===== config.mk =====
export PLATFORM = sky130hd
export DESIGN_NAME = gb_lcd_capture
export DESIGN_NICKNAME = d
export VERILOG_FILES = /design/src/rtl/gb_video_pkg.sv /design/src/rtl/gb_sync_edge.sv /design/src/rtl/gb_lcd_capture.sv
export SDC_FILE = /design/constraint.sdc
export NUM_CORES = 1
export LEC_CHECK = 0
export CAP_MARGIN = 10
export CORE_ASPECT_RATIO = 1.2
export CORE_MARGIN = 1.5
export CORE_UTILIZATION = 54
export CTS_BUF_LIST = sky130_fd_sc_hd__clkbuf_4 sky130_fd_sc_hd__clkbuf_8
export CTS_CLUSTER_DIAMETER = 50
export DETAILED_ROUTE_END_ITERATION = 10
export PLACE_DENSITY = 0.78
export REMOVE_ABC_BUFFERS = 1
export SETUP_SLACK_MARGIN = 0.5
export SLEW_MARGIN = 20
export SYNTH_ARGS = -nofsm -noshare
export SYNTH_HDL_FRONTEND = slang
export SYNTH_SLANG_ARGS = --single-unit

===== constraint.sdc =====
create_clock -name clk_in -period 2.25 [get_ports clk_in]
set_input_delay 0.225 -clock clk_in [delete_from_list [all_inputs] [get_ports clk_in]]
set_output_delay 0.225 -clock clk_in [all_outputs]
set_load 0.01 [all_outputs]

===== src/rtl/gb_video_pkg.sv =====
// +----------------------------------------------------------------------+
// | gb_video_pkg                                                         |
// | Geometry and capture-state definitions shared by the video path.     |
// | Revision: 1.0                                                        |
// +----------------------------------------------------------------------+
`default_nettype none

package gb_video_pkg;

  localparam int GB_WIDTH  = 160;
  localparam int GB_HEIGHT = 144;
  localparam int GB_PIXELS = GB_WIDTH * GB_HEIGHT;
  localparam int GB_ADDR_W = 15;

  typedef enum logic [1:0] {
    SEEK   = 2'd0,
    ACTIVE = 2'd1,
    DONE   = 2'd2
  } cap_state_e;

endpackage

`default_nettype wire


===== src/rtl/gb_sync_edge.sv =====
// +----------------------------------------------------------------------+
// | gb_sync_edge                                                         |
// | Multi-flop synchronizer for one asynchronous bit with rise detect.   |
// | Revision: 1.0                                                        |
// +----------------------------------------------------------------------+
`default_nettype none

module gb_sync_edge #(
  parameter int STAGES = 2
) (
  input  logic clk_in,
  input  logic rst,
  input  logic async_in,
  output logic sync,
  output logic rise
);

  logic [STAGES-1:0] r_chain;
  logic              r_hist;

  always_ff @(posedge clk_in or posedge rst) begin
    if (rst) begin
      r_chain <= '0;
      r_hist  <= 1'b0;
    end else begin
      r_chain <= {r_chain[STAGES-2:0], async_in};
      r_hist  <= r_chain[STAGES-1];
    end
  end

  assign sync = r_chain[STAGES-1];
  assign rise = r_chain[STAGES-1] & ~r_hist;

endmodule

`default_nettype wire


===== src/rtl/gb_lcd_capture.sv =====
// +----------------------------------------------------------------------+
// | gb_lcd_capture                                                       |
// | Oversampled Game Boy LCD bus capture into a frame-RAM write stream.  |
// | Revision: 1.0                                                        |
// +----------------------------------------------------------------------+
`default_nettype none

module gb_lcd_capture
  import gb_video_pkg::*;
#(
  parameter int WIDTH       = GB_WIDTH,
  parameter int HEIGHT      = GB_HEIGHT,
  parameter int ADDR_W      = GB_ADDR_W,
  parameter int SYNC_STAGES = 2
) (
  input  logic              clk_in,
  input  logic              rst,
  input  logic              lcd_cp,
  input  logic              lcd_hsync,
  input  logic              lcd_vsync,
  input  logic [1:0]        lcd_d,
  output logic              wr_en,
  output logic [ADDR_W-1:0] wr_addr,
  output logic [1:0]        wr_data,
  output logic              frame_start,
  output logic              frame_done,
  output logic              locked,
  output logic              err_short,
  output logic              err_long
);

  localparam int                c_x_w       = $clog2(WIDTH + 1);
  localparam int                c_y_w       = $clog2(HEIGHT + 1);
  localparam logic [c_x_w-1:0]  c_x_max     = c_x_w'(WIDTH);
  localparam logic [c_y_w-1:0]  c_y_last    = c_y_w'(HEIGHT - 1);
  localparam logic [ADDR_W-1:0] c_line_step = ADDR_W'(WIDTH);

  logic w_cp_sync, w_cp_rise;
  logic w_hs_sync, w_hs_rise;
  logic w_vs_sync, w_vs_rise;
  logic w_unused_sync;

  gb_sync_edge #(.STAGES(SYNC_STAGES)) u_sync_cp (
    .clk_in(clk_in), .rst(rst), .async_in(lcd_cp),    .sync(w_cp_sync), .rise(w_cp_rise)
  );
  gb_sync_edge #(.STAGES(SYNC_STAGES)) u_sync_hs (
    .clk_in(clk_in), .rst(rst), .async_in(lcd_hsync), .sync(w_hs_sync), .rise(w_hs_rise)
  );
  gb_sync_edge #(.STAGES(SYNC_STAGES)) u_sync_vs (
    .clk_in(clk_in), .rst(rst), .async_in(lcd_vsync), .sync(w_vs_sync), .rise(w_vs_rise)
  );

  assign w_unused_sync = w_cp_sync & w_hs_sync & w_vs_sync;

  // Same depth as the cp chain so the data word lines up with cp_rise.
  logic [SYNC_STAGES-1:0][1:0] r_d_sync;
  logic [1:0]                  w_d;

  always_ff @(posedge clk_in or posedge rst) begin
    if (rst) r_d_sync <= '0;
    else     r_d_sync <= {r_d_sync[SYNC_STAGES-2:0], lcd_d};
  end

  assign w_d = r_d_sync[SYNC_STAGES-1];

  cap_state_e        r_state, w_state_nxt;
  logic [c_x_w-1:0]  r_x, w_x_nxt;
  logic [c_y_w-1:0]  r_y, w_y_nxt;
  logic [ADDR_W-1:0] r_addr, w_addr_nxt;
  logic [ADDR_W-1:0] r_line_base, w_line_base_nxt;
  logic              r_frame_bad, w_frame_bad_nxt;
  logic              r_locked, w_locked_nxt;
  logic              r_err_short, w_err_short_nxt;
  logic              r_err_long, w_err_long_nxt;
  logic              r_wr_en, w_wr_en_nxt;
  logic [ADDR_W-1:0] r_wr_addr, w_wr_addr_nxt;
  logic [1:0]        r_wr_data, w_wr_data_nxt;
  logic              r_frame_start, w_frame_start_nxt;
  logic              r_frame_done, w_frame_done_nxt;
  logic              w_take_cp;

  always_ff @(posedge clk_in or posedge rst) begin
    if (rst) begin
      r_state       <= SEEK;
      r_x           <= '0;
      r_y           <= '0;
      r_addr        <= '0;
      r_line_base   <= '0;
      r_frame_bad   <= 1'b0;
      r_locked      <= 1'b0;
      r_err_short   <= 1'b0;
      r_err_long    <= 1'b0;
      r_wr_en       <= 1'b0;
      r_wr_addr     <= '0;
      r_wr_data     <= '0;
      r_frame_start <= 1'b0;
      r_frame_done  <= 1'b0;
    end else begin
      r_state       <= w_state_nxt;
      r_x           <= w_x_nxt;
      r_y           <= w_y_nxt;
      r_addr        <= w_addr_nxt;
      r_line_base   <= w_line_base_nxt;
      r_frame_bad   <= w_frame_bad_nxt;
      r_locked      <= w_locked_nxt;
      r_err_short   <= w_err_short_nxt;
      r_err_long    <= w_err_long_nxt;
      r_wr_en       <= w_wr_en_nxt;
      r_wr_addr     <= w_wr_addr_nxt;
      r_wr_data     <= w_wr_data_nxt;
      r_frame_start <= w_frame_start_nxt;
      r_frame_done  <= w_frame_done_nxt;
    end
  end

  always_comb begin
    w_state_nxt       = r_state;
    w_x_nxt           = r_x;
    w_y_nxt           = r_y;
    w_addr_nxt        = r_addr;
    w_line_base_nxt   = r_line_base;
    w_frame_bad_nxt   = r_frame_bad;
    w_locked_nxt      = r_locked;
    w_err_short_nxt   = r_err_short;
    w_err_long_nxt    = r_err_long;
    w_wr_en_nxt       = 1'b0;
    w_wr_addr_nxt     = r_wr_addr;
    w_wr_data_nxt     = r_wr_data;
    w_frame_start_nxt = 1'b0;
    w_frame_done_nxt  = 1'b0;
    w_take_cp         = 1'b0;

    // vsync outranks everything; a coincident cp becomes pixel (0,0).
    if (w_vs_rise) begin
      if (r_state == ACTIVE) w_locked_nxt = 1'b0;
      w_state_nxt       = ACTIVE;
      w_x_nxt           = '0;
      w_y_nxt           = '0;
      w_addr_nxt        = '0;
      w_line_base_nxt   = '0;
      w_frame_bad_nxt   = 1'b0;
      w_frame_start_nxt = 1'b1;
      w_take_cp         = w_cp_rise;
    end else begin
      case (r_state)
        ACTIVE: begin
          w_take_cp = w_cp_rise;
          if (w_hs_rise && (r_x != '0)) begin
            if (r_x < c_x_max) begin
              w_err_short_nxt = 1'b1;
              w_frame_bad_nxt = 1'b1;
            end
            w_x_nxt         = '0;
            w_y_nxt         = r_y + c_y_w'(1);
            w_line_base_nxt = r_line_base + c_line_step;
            w_addr_nxt      = r_line_base + c_line_step;
            if (r_y == c_y_last) begin
              w_frame_done_nxt = 1'b1;
              w_locked_nxt     = ~w_frame_bad_nxt;
              w_state_nxt      = DONE;
              w_take_cp        = 1'b0;
            end
          end
        end
        SEEK, DONE: begin
        end
        default: w_state_nxt = SEEK;
      endcase
    end

    if (w_take_cp) begin
      if (w_x_nxt < c_x_max) begin
        w_wr_en_nxt   = 1'b1;
        w_wr_addr_nxt = w_addr_nxt;
        w_wr_data_nxt = w_d;
        w_x_nxt       = w_x_nxt + c_x_w'(1);
        w_addr_nxt    = w_addr_nxt + ADDR_W'(1);
      end else begin
        // An overlong line also spoils the frame, so locked stays low at its end.
        w_err_long_nxt  = 1'b1;
        w_locked_nxt    = 1'b0;
        w_frame_bad_nxt = 1'b1;
      end
    end
  end

  assign wr_en       = r_wr_en;
  assign wr_addr     = r_wr_addr;
  assign wr_data     = r_wr_data;
  assign frame_start = r_frame_start;
  assign frame_done  = r_frame_done;
  assign locked      = r_locked;
  assign err_short   = r_err_short;
  assign err_long    = r_err_long;

endmodule

`default_nettype wire


# --- Yosys cells after proc, flatten, opt, wreduce, memory -nomap -nowiden ---
# Index checks and enable logic that the tools add are counted.
classes:
  reduce_logical: 11
  n_lt_le_gt_ge: 2
  n_bitwise: 9
  muxes: 47
  add_sub_neg: 4
  n_eq_ne: 6
op_table:
  columns: ["operator", "count"]
  rows:
  - ["$mux W15", 8]
  - ["$mux W8", 8]
  - ["$mux W1", 27]
  - ["$add A8 B1 Y8 const B", 2]
  - ["$lt A8 B8 Y1 const B", 2]
  - ["$add A15 B1 Y15 const B", 1]
  - ["$add A15 B8 Y15 const B", 1]
  - ["$eq A8 B8 Y1 const B", 1]
  - ["$reduce_bool A8 Y1", 1]
  - ["$mux W2", 3]
  - ["$ne A3 B1 Y1 const B", 2]
  - ["$not A1 Y1", 6]
  - ["$reduce_and A2 Y1", 3]
  - ["$pmux W2 S2", 1]
  - ["$reduce_and A4 Y1", 1]
  - ["$reduce_bool A2 Y1", 2]
  - ["$and A1 B1 Y1", 3]
  - ["$reduce_and A3 Y1", 1]
  - ["$eq A2 B1 Y1 const B", 1]
  - ["$eq A2 B2 Y1 const B", 1]
  - ["$logic_not A2 Y1", 1]
  - ["$ne A2 B1 Y1 const B", 1]
  - ["$reduce_or A2 Y1", 1]
  - ["$logic_and A1 B1 Y1", 1]
word_totals:
  ff_bits: 85
  wordCells: 101
  input_bits: 7
  out_inout_bits: 23

# --- Depth between registers and ports, before layout ---
logic_depth:
  ltp_word: 13
  depth_mapped: 12
  depth_no_buf: 11

# --- Cells and area by module ---
# From an unflattened synthesis, not the netlist that was laid out.
unflattened:
  hier_cells: 368
  area_unflattened_um2: 3797.4
by_module_without_submodules:
  columns: ["module", "area_per_inst_um2", "seq_area_each_um2", "n_inst", "cells_each"]
  rows:
  - ["gb_lcd_capture", 3519.6, 1776.7, 1, 353]
  - ["gb_sync_edge", 92.6, 75.1, 3, 5]

# --- Worst setup path before layout ---
# Ideal clock, no wire load.
synth_timing:
  path_kind: "flip-flop to flip-flop"
  start: "register r_x[6]"
  end: "register r_addr[12]"
  setup_ns: 0.079
  required_ns: 2.171
  period_less_slack_ns: 2.431
  path_buffers: 1
  setup_slack_ns: -0.181
  arrival_ns: 2.352
  path_stages_with_launch: 11
  path_cell_list: "dfrtp_1 nor4_4 a211o_1 clkbuf_1 and3_1 ha_1 nand3_1 nor2_1 nand3_1 nor4_2 xor2_1"
synth_between:
  elab_chain_len: 8
  elab_cells_between_ends: 15
  cone_classes: "1 x add/sub; 1 x order compare; 11 x mux; 2 x reduce/logical"
synth_rtl:
  columns: ["element", "line_no", "text"]
  rows:
  - ["from (decl)", "gb_lcd_capture.sv:67", "logic [c_x_w-1:0] r_x, w_x_nxt;"]
  - ["from (signal assigned)", "gb_lcd_capture.sv:100", "r_x <= w_x_nxt;"]
  - ["$reduce_bool A8 Y1", "gb_lcd_capture.sv:148", "if (w_hs_rise && (r_x != '0)) begin"]
  - ["$logic_and A1 B1 Y1", "gb_lcd_capture.sv:148", null]
  - ["$mux W15 or $mux W8 (tied branches)", "gb_lcd_capture.sv:148", null]
  - ["$mux W15 or $mux W8 (tied branches)", "gb_lcd_capture.sv:145", "case (r_state)"]
  - ["$mux W15 or $mux W8 (tied branches)", "gb_lcd_capture.sv:134", "if (w_vs_rise) begin"]
  - ["$add A15 B1 Y15 or $lt A8 B8 Y1 (tied branches)", "gb_lcd_capture.sv:177, gb_lcd_capture.sv:172", null]
  - ["$mux W15", "gb_lcd_capture.sv:172", "if (w_x_nxt < c_x_max) begin"]
  - ["$mux W15 *", "gb_lcd_capture.sv:171", "if (w_take_cp) begin"]
  - ["via w_addr_nxt[12]", "gb_lcd_capture.sv:69", "logic [ADDR_W-1:0] r_addr, w_addr_nxt;"]
  - ["to (signal assigned)", "gb_lcd_capture.sv:102", "r_addr <= w_addr_nxt;"]
  - ["to (decl)", "gb_lcd_capture.sv:69", null]
# Mark *: on every way through the listed nets, which the timed path passes. The rest lies on a longest branch.
# A chain may end at the register's enable or synchronous reset.

# --- Worst setup path after layout ---
layout_timing:
  start: "register r_x[6]"
  end: "register r_addr[14]"
# The elaborated chain is that of the path after synthesis.

==> results by group <==
Outcome
  – Status: finished with violations
  – Failing checks: setup timing

Timing
  – Fin Setup TNS: -523 ps
  – Minimum hold slack: 158 ps
  – Worst setup slack after layout: -148 ps
  – Slew @ Worst Pin: 529 ps
  – Final setup skew: 14.0 ps
  – Fin. max-slew vios: 0
  – Final min period: 2400 ps
  – Final setup viols: 6
  – Max Freq: 0.417 GHz
  – Relative slew margins: 64.4%
  – Final Cycle Share: 107%
  – RSZ-0062 raised after global routing: yes
  – Final Hold Violating Endpoints: 0

Finish
  – Multi-input gate area: 2160 um^2
  – # fillers: 281
  – Share of layout cells above drive strength 1: 42.9%
  – N_diodes: 0
  – Area grow syn2layout: 52.5%
  – FF+latch area: 2000 um^2
  – Final nets: 442

Setup path
  – Flop-to-flop setup slack: -150 ps
  – Critical path fanouts, max: 3
  – Crit path kind: reg -> reg
  – CP arrival: 2670 ps
  – Crit path capture type: register
  – Crit path top cell by count: buf_4
  – Reg-to-Reg End: r_addr[14]
  – Crit path from: r_x[6]
  – Worst stage delay on the critical path: 420 ps
  – Startpoint Class: register
  – CP Data Required Time: 2520 ps
  – WP buf/inv: 4
  – Worst r2r src: r_x[6]
  – Critical Path Slowest Stage Cell: dfrtp_1
  – CP Depth: 13
  – End point of the critical path: r_addr[14]
  – Cell Chain, Critical Path: nor4_4 > buf_4 > a211oi_4 > nor2_2 > nand2_1 > inv_2 > ha_4 > nand3_4 > nor2_4 > buf_4 > buf_4 > nand4_1 > xnor2_1
  – Cell family with most CP delay: simple AND/OR/NAND/NOR gates
  – R2R depth: 13

Hold path
  – HP Class: in -> async

Synthesis
  – Avg Inst Size Synth: 10.8 um^2
  – Most frequent cell after synthesis: dfrtp_1
  – Yosys reg bits: 80
  – Post-synth top area share: 55.2%
  – Synth top area cells: dfrtp_1 (55%), xor2_1 (5.1%), nor2_1 (4.2%), xnor2_1 (4.1%), nand2_1 (3.5%)
  – Post-Syn Instances: 337
  – Synth area leader: dfrtp_1
  – Async set or reset register ratio after synthesis: 100%
  – Sequential-to-total area share from yosys stat: 55.2%
  – Synth Flop Type: dfrtp_1
  – YS warnings: 0
  – Post-synth EDFFs: 0
  – Synth cell count leaders: dfrtp_1 (80), nor2_1 (41), nand2_1 (34), xor2_1 (21), xnor2_1 (17)
  – Mapped cell area: 3630 um^2
  – Count of cell types in the netlist: 46

Pwr
  – Total power draw: 4.43 mW
  – VDD IR max: 0.585 mV
  – Leak: 2.36 nW
  – Pwr per Cell Area: 801 nW/um^2

Detailed routing
  – Pre-antenna DRT Iters: 6
  – # DRC: 0
  – DRT iter0 DRCs: 254
  – Routed WL: 11.8 mm
  – Via Count: 3,232
  – Drt wl/cell: 22.6 um
  – Drt via density: 6.20
  – Final ANT Viol Nets: 0

CTS
  – CTS Buf Count: 9
  – Worst-skew pair later-pin latency: 370 ps
  – CTS Sinks: 80
  – TritonCTS clock tree: built
  – Clk slew on worst S/H paths: 90 ps
  – Clk buf depth: 2
  – H-tree depth: 3
  – Clock Tree Root: clkbuf_8

Floorplanning
  – Die Area: 7220 um^2
  – Number of I/O pins: 30
  – Core Area: 6450 um^2
  – Starting Density: 56.3%
  – Die width: 77.8 um
  – Std-Cell Rows: 32
  – Die Y: 92.8 um

Place
  – IO buf count: 29
  – DP Wirelength: 5.26 mm
  – GP Congestion: 0.818

Global route
  – GRT Total Usage: 27.0%
  – Initial antenna violation count: 0
  – Vias in the first global route: 2,989
  – Global-route wire length before repair: 14.8 mm
  – Total gr overflow: 0
  – Largest net degree at the start of global routing: 48

Job
  – # Max-Cap Violations: 0
-- what timing repair did --
action | in CTS | in global routing
pin swaps | 18 | 51
hold buffers | 0 | 0
setup buffers | 18 | 16
endpoints found under the setup margin | 53 | 61
cloned | 2 | 3
gates resized for setup | 49 | 119
hold endpoints to repair | 0 | 0
-- layout by cell type (no fill, tap or decap), types with 4 or more instances in the layout --
cell | synthesis | final
nand2_1 | 34 | 19
o21a_1 | 4 | 4
xor2_1 | 21 | 20
a21oi_1 | 15 | 8
a21oi_2 | 0 | 7
clkbuf_8 | 0 | 10
xnor2_2 | 0 | 5
xnor2_1 | 17 | 12
nor2_4 | 0 | 6
nand3_1 | 10 | 5
buf_4 | 0 | 32
buf_12 | 0 | 5
clkdlybuf4s50_1 | 0 | 29
nand2_2 | 0 | 8
o2111ai_4 | 0 | 4
and3_1 | 7 | 4
dfrtp_1 | 80 | 79
nor2_1 | 41 | 32
inv_2 | 1 | 4
nand4_1 | 8 | 8
buf_6 | 0 | 25
o21ai_0 | 15 | 7
nand2_4 | 0 | 7
o21ai_2 | 1 | 6
mux2_4 | 0 | 11
-- routing by layer --
metal | track usage [%] | vias up | share of wire (%)
met3 | 5.52 | 55 | 6.1
met1 | 33.6 | 1625 | 38
met2 | 46.2 | 195 | 52
li1 | - | 1357 | -
met5 | 0 | - | 0
met4 | 10.5 | 0 | 4.3
-- power breakdown --
group	internal [mW]	switching, mW	total (mW)
sequential	1.65	0.243	1.90
combinational	0.733	0.689	1.42
clock	0.554	0.557	1.11
total	2.94	1.49	4.43
-- how the worst min path moves through the flow --
stage | cells after the start | start | slack (ps) | endpoint
2_1_floorplan | 0 | lcd_d[0] | 260 | r_d_sync[0]
3_3_place_gp | 0 | u_sync_cp.r_chain[0] | 330 | u_sync_cp.r_chain[1]
3_5_place_dp | 0 | u_sync_hs.r_chain[0] | 330 | u_sync_hs.r_chain[1]
4_1_cts | 2 | rst | 170 | u_sync_hs.r_chain[0]
5_1_grt | 2 | rst | 230 | u_sync_hs.r_chain[0]
6_report | 2 | rst | 160 | u_sync_cp.r_chain[1]
-- registers in the layout, indices dropped and copies added, names as in the netlist, 2 cells and up --
signal	count
r_addr	15
wr_addr	15
r_line_base	10
r_x	8
r_y	8
r_d_sync	2
r_state	2
u_sync_cp.r_chain	2
u_sync_hs.r_chain	2
u_sync_vs.r_chain	2
w_d	2
wr_data	2
-- layout make-up --
| cell class | count | share of cell area [%] |
|---|---|---|
| multi-input combinational | 236 | 39.0 |
| sequential | 80 | 36.2 |
| timing repair buffer | 96 | 18.7 |
| clock buffer | 11 | 2.62 |
| tap | 85 | 1.92 |
| clock inverter | 5 | 1.02 |
| inverter | 8 | 0.588 |
-- stage by stage --
stage / setup slack [ps] / instances / utilization, % / area, um^2
2_1_floorplan: -998 / 324 / - / 3580
3_3_place_gp: 27.6 / 466 / 65.4 / 4220
3_5_place_dp: -175 / 466 / 65.4 / 4220
4_1_cts: -31.9 / 502 / 75.0 / 4840
5_1_grt: -222 / 521 / 85.9 / 5530
6_report: -148 / 521 / 85.9 / 5530
-- cells by family after synthesis --
group | Yosys count | synth area share (%)
AND/OR/NAND/NOR | 127 | 18.1
adder cells (fa/ha/maj) | 4 | 1.38
XOR/XNOR | 38 | 9.17
flip-flops | 80 | 55.2
multiplexers | 12 | 3.69
buffers and inverters | 21 | 2.28
AO/OA/AOI/OAI | 55 | 10.2
-- worst reg2reg max path: cells and delay by family (launching register included) --
family / cells / cell delay, ps
adder cells (fa/ha/maj): 1 / 170
AO/OA/AOI/OAI: 1 / 80
AND/OR/NAND/NOR: 6 / 890
flip-flops: 1 / 420
XOR/XNOR: 1 / 240
buffers and inverters: 4 / 490
No activity file was read; power rests on OpenSTA's default activity.
